**src/rtl/aes_serdes_driver.sv**
```systemverilog
// Block-to-beat adapter for a beat-serial AES core: serialises key/plaintext MSB-first,
// collects ciphertext beats into a block and guards the wait for results with a watchdog.
module aes_serdes_driver #(
    parameter int unsigned BLK_W   = 128,
    parameter int unsigned BUS_W   = 8,
    parameter int unsigned TIMEOUT = 1023
) (
    input  logic             i_clk,
    input  logic             i_rst,
    input  logic             i_s_valid,
    output logic             o_s_ready,
    input  logic [BLK_W-1:0] i_s_key,
    input  logic [BLK_W-1:0] i_s_data,
    output logic             o_core_rst,
    output logic [BUS_W-1:0] o_core_key,
    output logic [BUS_W-1:0] o_core_din,
    input  logic [BUS_W-1:0] i_core_dout,
    input  logic             i_core_dvld,
    output logic             o_m_valid,
    input  logic             i_m_ready,
    output logic [BLK_W-1:0] o_m_data,
    output logic             o_m_timeout
);

    localparam int unsigned BEATS = BLK_W / BUS_W;
    localparam int unsigned CNT_W = $clog2(BEATS + 1);
    localparam int unsigned TMO_W = $clog2(TIMEOUT + 1);
    localparam logic [CNT_W-1:0] LAST_IN = CNT_W'(BEATS - 1);
    localparam logic [CNT_W-1:0] ALL_OUT = CNT_W'(BEATS);
    localparam logic [TMO_W-1:0] TMO_LIM = TMO_W'(TIMEOUT);

    typedef enum logic [1:0] {StIdle, StLoad, StWait, StDone} state_e;

    state_e             r_state, w_state_nxt;
    logic               r_s_ready, w_s_ready_nxt;
    logic               r_core_rst, w_core_rst_nxt;
    logic [BUS_W-1:0]   r_core_key, w_core_key_nxt;
    logic [BUS_W-1:0]   r_core_din, w_core_din_nxt;
    logic [BLK_W-1:0]   r_key_sh, w_key_sh_nxt;
    logic [BLK_W-1:0]   r_din_sh, w_din_sh_nxt;
    logic               r_m_valid, w_m_valid_nxt;
    logic [BLK_W-1:0]   r_m_data, w_m_data_nxt;
    logic               r_m_timeout, w_m_timeout_nxt;
    logic [CNT_W-1:0]   r_in_cnt, w_in_cnt_nxt;
    logic [CNT_W-1:0]   r_out_cnt, w_out_cnt_nxt;
    logic [TMO_W-1:0]   r_wait_cnt, w_wait_cnt_nxt;

    logic w_accept, w_beat_in, w_last_out, w_tmo;

    assign w_accept   = (r_state == StIdle) && i_s_valid && r_s_ready;
    assign w_beat_in  = ((r_state == StLoad) || (r_state == StWait)) && i_core_dvld;
    assign w_last_out = w_beat_in && ((r_out_cnt + 1'b1) == ALL_OUT);
    // A final beat on the watchdog's last cycle completes the block normally.
    assign w_tmo      = (r_state == StWait) && ((r_wait_cnt + 1'b1) == TMO_LIM) && !w_last_out;

    always_ff @(posedge i_clk) begin
        if (i_rst) r_state <= StIdle;
        else       r_state <= w_state_nxt;
    end

    always_comb begin
        w_state_nxt = r_state;
        unique case (r_state)
            StIdle: if (w_accept) w_state_nxt = StLoad;
            StLoad: begin
                if (w_last_out)               w_state_nxt = StDone;
                else if (r_in_cnt == LAST_IN) w_state_nxt = StWait;
            end
            StWait: if (w_last_out || w_tmo) w_state_nxt = StDone;
            StDone: if (i_m_ready) w_state_nxt = StIdle;
            default: w_state_nxt = StIdle;
        endcase
    end

    always_comb begin
        w_s_ready_nxt   = (w_state_nxt == StIdle);
        w_core_rst_nxt  = !((w_state_nxt == StLoad) || (w_state_nxt == StWait));
        w_m_valid_nxt   = (w_state_nxt == StDone);
        w_core_key_nxt  = '0;
        w_core_din_nxt  = '0;
        w_key_sh_nxt    = r_key_sh;
        w_din_sh_nxt    = r_din_sh;
        w_in_cnt_nxt    = r_in_cnt;
        w_out_cnt_nxt   = r_out_cnt;
        w_m_data_nxt    = r_m_data;
        w_m_timeout_nxt = r_m_timeout;
        w_wait_cnt_nxt  = (r_state == StWait) ? r_wait_cnt + 1'b1 : '0;

        if (w_accept) begin
            w_core_key_nxt  = i_s_key[BLK_W-1 -: BUS_W];
            w_core_din_nxt  = i_s_data[BLK_W-1 -: BUS_W];
            w_key_sh_nxt    = i_s_key << BUS_W;
            w_din_sh_nxt    = i_s_data << BUS_W;
            w_in_cnt_nxt    = '0;
            w_out_cnt_nxt   = '0;
            w_m_data_nxt    = '0;
            w_m_timeout_nxt = 1'b0;
        end else if ((r_state == StLoad) && (w_state_nxt == StLoad)) begin
            w_core_key_nxt = r_key_sh[BLK_W-1 -: BUS_W];
            w_core_din_nxt = r_din_sh[BLK_W-1 -: BUS_W];
            w_key_sh_nxt   = r_key_sh << BUS_W;
            w_din_sh_nxt   = r_din_sh << BUS_W;
            w_in_cnt_nxt   = r_in_cnt + 1'b1;
        end

        if (w_beat_in) begin
            w_m_data_nxt  = {r_m_data[BLK_W-BUS_W-1:0], i_core_dout};
            w_out_cnt_nxt = r_out_cnt + 1'b1;
        end
        if (w_tmo) w_m_timeout_nxt = 1'b1;
    end

    always_ff @(posedge i_clk) begin
        if (i_rst) begin
            r_s_ready   <= 1'b0;
            r_core_rst  <= 1'b1;
            r_core_key  <= '0;
            r_core_din  <= '0;
            r_key_sh    <= '0;
            r_din_sh    <= '0;
            r_m_valid   <= 1'b0;
            r_m_data    <= '0;
            r_m_timeout <= 1'b0;
            r_in_cnt    <= '0;
            r_out_cnt   <= '0;
            r_wait_cnt  <= '0;
        end else begin
            r_s_ready   <= w_s_ready_nxt;
            r_core_rst  <= w_core_rst_nxt;
            r_core_key  <= w_core_key_nxt;
            r_core_din  <= w_core_din_nxt;
            r_key_sh    <= w_key_sh_nxt;
            r_din_sh    <= w_din_sh_nxt;
            r_m_valid   <= w_m_valid_nxt;
            r_m_data    <= w_m_data_nxt;
            r_m_timeout <= w_m_timeout_nxt;
            r_in_cnt    <= w_in_cnt_nxt;
            r_out_cnt   <= w_out_cnt_nxt;
            r_wait_cnt  <= w_wait_cnt_nxt;
        end
    end

    assign o_s_ready   = r_s_ready;
    assign o_core_rst  = r_core_rst;
    assign o_core_key  = r_core_key;
    assign o_core_din  = r_core_din;
    assign o_m_valid   = r_m_valid;
    assign o_m_data    = r_m_data;
    assign o_m_timeout = r_m_timeout;

endmodule

```
**config.mk**
```make
export PLATFORM = sky130hd
export DESIGN_NAME = aes_serdes_driver
export DESIGN_NICKNAME = d
export VERILOG_FILES = /design/src/rtl/aes_serdes_driver.sv
export SDC_FILE = /design/constraint.sdc
export NUM_CORES = 1
export LEC_CHECK = 0
export CAP_MARGIN = 25
export CORE_MARGIN = 2
export CORE_UTILIZATION = 49
export DETAILED_ROUTE_END_ITERATION = 7
export PLACE_DENSITY = 0.76
export SLEW_MARGIN = 15
export SYNTH_ARGS = -nofsm -noshare
export SYNTH_HDL_FRONTEND = slang
export SYNTH_SLANG_ARGS = --single-unit
export TNS_END_PERCENT = 10
```
**constraint.sdc**
```tcl
create_clock -name i_clk -period 3.26 [get_ports i_clk]
set_input_delay 0.978 -clock i_clk [delete_from_list [all_inputs] [get_ports i_clk]]
set_output_delay 0.978 -clock i_clk [all_outputs]
set_load 0.01 [all_outputs]
```
==> results of run 1 <==
layer usage:
layer  share of wire, %  vias up  GRT usage (%)
met5                  0        -              0
met2                 47      592           44.1
li1                   -     7979              -
met1                 42     7596           34.1
met4                4.3        0           11.6
met3                7.3      115           5.82
layout make-up:
| class | instances | area (µm²) | area share (%) |
|---|---|---|---|
| Multi-Input combinational cell | 1502 | 7680 | 33.3 |
| Antenna cell | 3 | 7.51 | 0.0326 |
| Inverter | 7 | 26.3 | 0.114 |
| Tap cell | 448 | 561 | 2.43 |
| Sequential cell | 410 | 8210 | 35.6 |
| Timing Repair Buffer | 485 | 5180 | 22.5 |
| Clock buffer | 69 | 1320 | 5.71 |
| Clock inverter | 6 | 65.1 | 0.282 |
layout by cell type (no fill, tap or decap), types with 2 or more instances in the layout:
cell type        Yosys  layout
a311oi_1           224     209
nor3_1               5       5
nor3_2               2       2
xnor2_1              4       4
inv_6                0       2
ha_1                13      12
nor2b_1              5       5
nand4_1              2       2
buf_4                0      31
a21oi_1            169     168
clkinv_2             0       2
o21ai_0              4       4
clkbuf_8             0      10
nor2_1             245     245
nand3b_1             4       4
clkbuf_1           142      14
nand3_1            170     169
o31ai_2              2       2
clkbuf_16            0      46
inv_1                7       7
buf_16               0       2
nand2_4              0       2
clkdlybuf4s50_1      0     414
nand2b_1             3       3
a311oi_2             0      15
diode_2              0       3
and3_1               4       2
xor2_1               5       5
buf_12               0      34
nand2_1            618     616
a2111oi_0            2       2
dfxtp_1            410     410
and2_4               0       2
metrics by stage:
| stage | TNS, ns | hold WS (ns) |
|---|---|---|
| 3_3_place_gp | -71.31 | 0.450 |
| 2_1_floorplan | 0 | 0.444 |
| 4_1_cts | 0 | 0.466 |
| 3_5_place_dp | -99.62 | 0.459 |
| 6_report | 0 | 0.466 |
| 5_1_grt | -0.0818 | 0.481 |
path summary, 6_finish.rpt:
check                    start            to  cells past startpoint
setup reg to reg    r_state[1]  r_din_sh[85]                     13
hold / removal    r_key_sh[15]  r_key_sh[15]                      2
setup / recovery    r_state[1]  r_din_sh[85]                     13
hold reg to reg   r_key_sh[15]  r_key_sh[15]                      2
worst max-delay path, delay by kind of cell, from the launching register on:
kind | cells | cell delay [ns]
buf+inv | 3 | 0.46
fa+ha+maj | 2 | 0.62
compound gates | 3 | 0.63
flops | 1 | 0.43
simple gates | 4 | 0.63
mux | 1 | 0.19
what timing repair did:
item | CTS | global route
gates resized for setup | 1 | 22
buffers inserted | 2 | 2
pin swaps | 0 | 0
setup endpoints to repair | 1 | 220
gates cloned | 0 | 1
state kept, by name (all words and copies together) (netlist names):
name,flops
o_core_din,8
o_core_key,8
o_core_rst,1
o_m_data,128
o_m_timeout,1
o_m_valid,1
o_s_ready,1
r_din_sh,120
r_in_cnt,5
r_key_sh,120
r_out_cnt,5
r_state,2
r_wait_cnt,10
cells by family after synthesis:
family | Yosys count | synth area share (%)
AO/OA/AOI/OAI | 412 | 17.9
XOR/XNOR | 9 | 0.476
adder cells (fa/ha/maj) | 13 | 0.981
buffers and inverters | 206 | 4.98
flip-flops | 410 | 49.5
multiplexers | 2 | 0.121
AND/OR/NAND/NOR | 1066 | 26.0
power breakdown:
part / switching (mW) / internal [mW] / total [mW]
sequential: 0.492 / 5.85 / 6.34
combinational: 2.30 / 1.65 / 3.94
clock: 1.97 / 2.84 / 4.81
total: 4.76 / 10.3 / 15.1
==> run_results.csv, run 1 <==
group,metric,value,unit
sta,final_max_slew_viol_count,0,
final_layout,area_delta_synth_final,39.0,%
logic_synthesis,async_flop_share,0,%
worst_setup_path,start_kind,"register",
sta,period_share,93.3,%
place,dp_hpwl,33400,µm
power,power_density,655,nW/µm²
worst_setup_path,path_max_fanout,7,
floorplan,pin_count,417,
clock_tree,cts.sinks,410,
logic_synthesis,synth_top_area_share,49.5,%
logic_synthesis,synth.top_cells.by_area,"dfxtp_1 (50%), nand2_1 (14%), a311oi_1 (12%), nor2_1 (5.5%), nand3_1 (5.1%)",
drt,firstDrtPassIters,5,
sta,min_period,3.04,ns
place,place_area,21500,µm²
drt,wirelength,50100,µm
place,port_buffers,416,
clock_tree,htreeDepth,2,
logic_synthesis,yosysTopAreaCell,"dfxtp_1",
clock_tree,postCtsHoldBufs,0,
logic_synthesis,dominantRegCellSynth,"dfxtp_1",
clock_tree,clk_latency,0.54,ns
logic_synthesis,synthesis.nets,2400,
clock_tree,cts-root-buf,"clkbuf_16",
hold_path,hp-class,"register to register",
final_layout,num-nets-final,2732,
sta,setup_slack,0.217,ns
sta,setup_viol,0,
sta,slew_headroom,67.4,%
sta,finalClockSkew,0.0164,ns
worst_setup_path,ff2ff_setup_slack,0.22,ns
drt,ant_nets,0,
grt,antenna_found_initial,3,
logic_synthesis,synth_area_per_cell,7.83,µm²
floorplan,die-area,35300,µm²
grt,track_usage,26.8,%
clock_tree,numCtsBuffers,44,
floorplan,placement_rows,67,
drt,drt_iter0_drc,1190,
clock_tree,cts_tree,"built",
floorplan,fp.dieW,188,µm
flow_run,cap_violations,0,
place,dp.cells,2847,
place,place_ws,-0.523,ns
worst_setup_path,crit_chain,"inv_1, ha_1, nand3_1, mux2i_2, and3_4, a31oi_1, a21oi_2, ha_2, and2_4, buf_4, buf_4, nand2_1, a311oi_1",
logic_synthesis,synth-seq-cells,410,
worst_setup_path,crit_slowest_cell,"dfxtp_1",
worst_setup_path,cpPeakStageDelay,0.43,ns
grt,grt_pass1_wl,78400,µm
power,ir_drop,0.411,mV
worst_setup_path,worst_setup_path_end_kind,"register",
final_layout,final_core_util,68.9,%
power,p_leak,7.79,nW
clock_tree,clkSlewWorstSetupHoldPaths,0.06,ns
logic_synthesis,synth_cell_types,41,
worst_setup_path,critical_path_class,"register to register",
power,power.total,15.1,mW
grt,grt_max_degree,110,
logic_synthesis,syn-cell-area,16600,µm²
floorplan,start_util,49.6,%
worst_setup_path,crit_path_frequent_cell,"buf_4",
final_layout,fillers,2626,
final_layout,fin_area,23000,µm²
sta,max_freq,0.329,GHz
drt,vias_per_cell,5.56,
final_layout,drive_above_1_share,6.74,%
worst_setup_path,required,3.69,ns
clock_tree,clk_path_buf_depth,3,
drt,drc,0,
logic_synthesis,ys_seq_area_share,49.5,%
floorplan,coreArea,33400,µm²
sta,tightest_slew,0.489,ns
final_layout,final_cells,2930,
worst_setup_path,worstPathArrival,3.47,ns
logic_synthesis,yosys.cell_count.top_type,"nand2_1",
sta,hold_violations,0,
logic_synthesis,yosys-top-cells-count,"nand2_1 (618), dfxtp_1 (410), nor2_1 (245)",
drt,via_count,16300,
place,globalplace.congestion,0.852,
status,status,"finished clean",
floorplan,die_y,188,µm
logic_synthesis,syn_inst,2118,
logic_synthesis,synth_edf_count,0,
drt,avgRoutedWirePerCell,17.1,µm
logic_synthesis,ys_warn_count,0,
grt,grt_pass1_vias,15200,
grt,overflow,0,
(Power assumes the default switching activity.)
==> inputs of run 2 (changes only) <==
--- a/config.mk
+++ b/config.mk
@@ -8,6 +8,7 @@
 export CAP_MARGIN = 25
 export CORE_MARGIN = 2
 export CORE_UTILIZATION = 49
+export CTS_CLUSTER_DIAMETER = 60
 export DETAILED_ROUTE_END_ITERATION = 7
 export PLACE_DENSITY = 0.76
 export SLEW_MARGIN = 15
==> run 2 against run 1 <==
Effect of this change: power barely moved; worst hold slack better by 0.00065 ns; via count fell by 0.28%.
==> run_results.csv, run 2 (synthesis gave the netlist of run 1 again) <==
group,metric,value,unit
grt,overflow,0,
sta,slew_headroom,67.0,%
clock_tree,clk_path_buf_depth,3,
floorplan,fp.dieW,188,µm
clock_tree,numCtsBuffers,44,
drt,vias_per_cell,5.54,
worst_setup_path,rr_worst_depth,13,
grt,grt_pass1_vias,15200,
final_layout,final_cells,2933,
hold_path,whs_path_depth,2,
worst_setup_path,required,3.68,ns
worst_setup_path,worst_setup_path_end_kind,"register",
clock_tree,htreeDepth,2,
sta,tns,0,ns
place,port_buffers,416,
clock_tree,clk_latency,0.54,ns
place,dp.cells,2847,
clock_tree,clkSlewWorstSetupHoldPaths,0.06,ns
sta,setup_slack,0.212,ns
grt,antenna_found_initial,3,
worst_setup_path,worstPathArrival,3.47,ns
floorplan,start_util,49.6,%
drt,via_count,16200,
final_layout,num-nets-final,2732,
sta,final_max_slew_viol_count,0,
floorplan,die-area,35300,µm²
floorplan,placement_rows,67,
clock_tree,cts_tree,"built",
floorplan,die_y,188,µm
grt,grt_max_degree,110,
place,globalplace.congestion,0.852,
sta,max_freq,0.328,GHz
final_layout,area_delta_synth_final,39.0,%
power,power.total,15.1,mW
power,power_density,655,nW/µm²
sta,min_period,3.05,ns
hold_path,hp-class,"register to register",
final_layout,drive_above_1_share,6.65,%
power,p_leak,7.79,nW
sta,tightest_slew,0.495,ns
sta,hold_violations,0,
clock_tree,cts.sinks,410,
status,status,"finished clean",
final_layout,final_cell_mix,"nand2_1 (616), clkdlybuf4s50_1 (414), dfxtp_1 (410)",
grt,track_usage,26.8,%
worst_setup_path,path_max_fanout,7,
floorplan,pin_count,417,
sta,setup_viol,0,
place,place_ws,-0.523,ns
grt,met2_usage,44.1,%
sta,finalClockSkew,0.0159,ns
drt,wirelength,50000,µm
grt,busiest_layer,"met2",
sta,period_share,93.5,%
worst_setup_path,critical_path_class,"register to register",
drt,avgRoutedWirePerCell,17.0,µm
clock_tree,cts-root-buf,"clkbuf_16",
grt,met3_usage,5.80,%
final_layout,largest_reg_flops,128,
flow_run,cap_violations,0,
floorplan,coreArea,33400,µm²
clock_tree,postCtsHoldBufs,0,
worst_setup_path,start_kind,"register",
drt,firstDrtPassIters,5,
drt,drt_iter0_drc,1200,
final_layout,layout_commonest_cell,"nand2_1",
drt,drc,0,
grt,grtUsageMet1,33.9,%
drt,ant_nets,0,
power,ir_drop,0.416,mV
grt,grt_pass1_wl,78200,µm
final_layout,final_core_util,68.9,%
place,dp_hpwl,33400,µm
## run 2: critical path, cell delays in order, from the launching register on
cell      delay [ns]
dfxtp_1         0.42
inv_1           0.12
ha_1            0.39
nand3_1         0.12
mux2i_2         0.19
and3_4          0.23
a31oi_1         0.13
a21oi_2         0.17
ha_2            0.23
and2_4          0.22
buf_4           0.18
buf_4           0.16
nand2_1         0.06
a311oi_1        0.33
## run 2: routing by layer
layer	routed length, µm	share of wire (%)	vias to the layer above
met1	20700	42	7576
met4	2150	4.3	0
li1	-	-	7972
met2	23400	47	572
met5	0	0	-
met3	3630	7.3	117
## run 2: metrics by stage
stage	cell area (µm²)	hold WS, ns
4_1_cts	22900	0.466
6_report	23000	0.466
3_5_place_dp	21500	0.459
2_1_floorplan	16600	0.444
3_3_place_gp	21500	0.450
5_1_grt	23000	0.481
## run 2: timing repair
| action | CTS | global route |
|---|---|---|
| setup buffers | 2 | 2 |
| cloned | 0 | 1 |
| endpoints found under the hold margin | 0 | 0 |
| resized for setup | 1 | 19 |
| endpoints found under the setup margin | 1 | 220 |
## run 2: report_power, final
group          internal (mW)  switching [mW]  leakage (nW)
clock                   2.83            1.99         0.677
combinational           1.64            2.29          3.78
sequential              5.84           0.492          3.33
## run 2: worst paths after layout
check	start	to	slack, ns
worst max-delay path	r_state[0]	r_din_sh[85]	0.21
worst min-delay path	r_key_sh[15]	r_key_sh[15]	0.47
worst max register to register	r_state[0]	r_din_sh[85]	0.21
worst min register to register	r_key_sh[15]	r_key_sh[15]	0.47
## run 2: area by class of cell
type / count / area, µm²
clock inverters: 8 / 78.8
repair buffers: 485 / 5180
clock buffers: 70 / 1310
flip-flops and latches: 410 / 8210
fillers: 2620 / 10400
inverters: 7 / 26.3
diodes: 3 / 7.51
multi-input cells: 1502 / 7660
well taps: 448 / 561
==> inputs of run 3 (changes only) <==
--- a/config.mk
+++ b/config.mk
@@ -8,7 +8,6 @@
 export CAP_MARGIN = 25
 export CORE_MARGIN = 2
 export CORE_UTILIZATION = 49
-export CTS_CLUSTER_DIAMETER = 60
 export DETAILED_ROUTE_END_ITERATION = 7
 export PLACE_DENSITY = 0.76
 export SLEW_MARGIN = 15
==> results of run 3 <==
Final layout, timing and power as in run 1 (identical DEF).
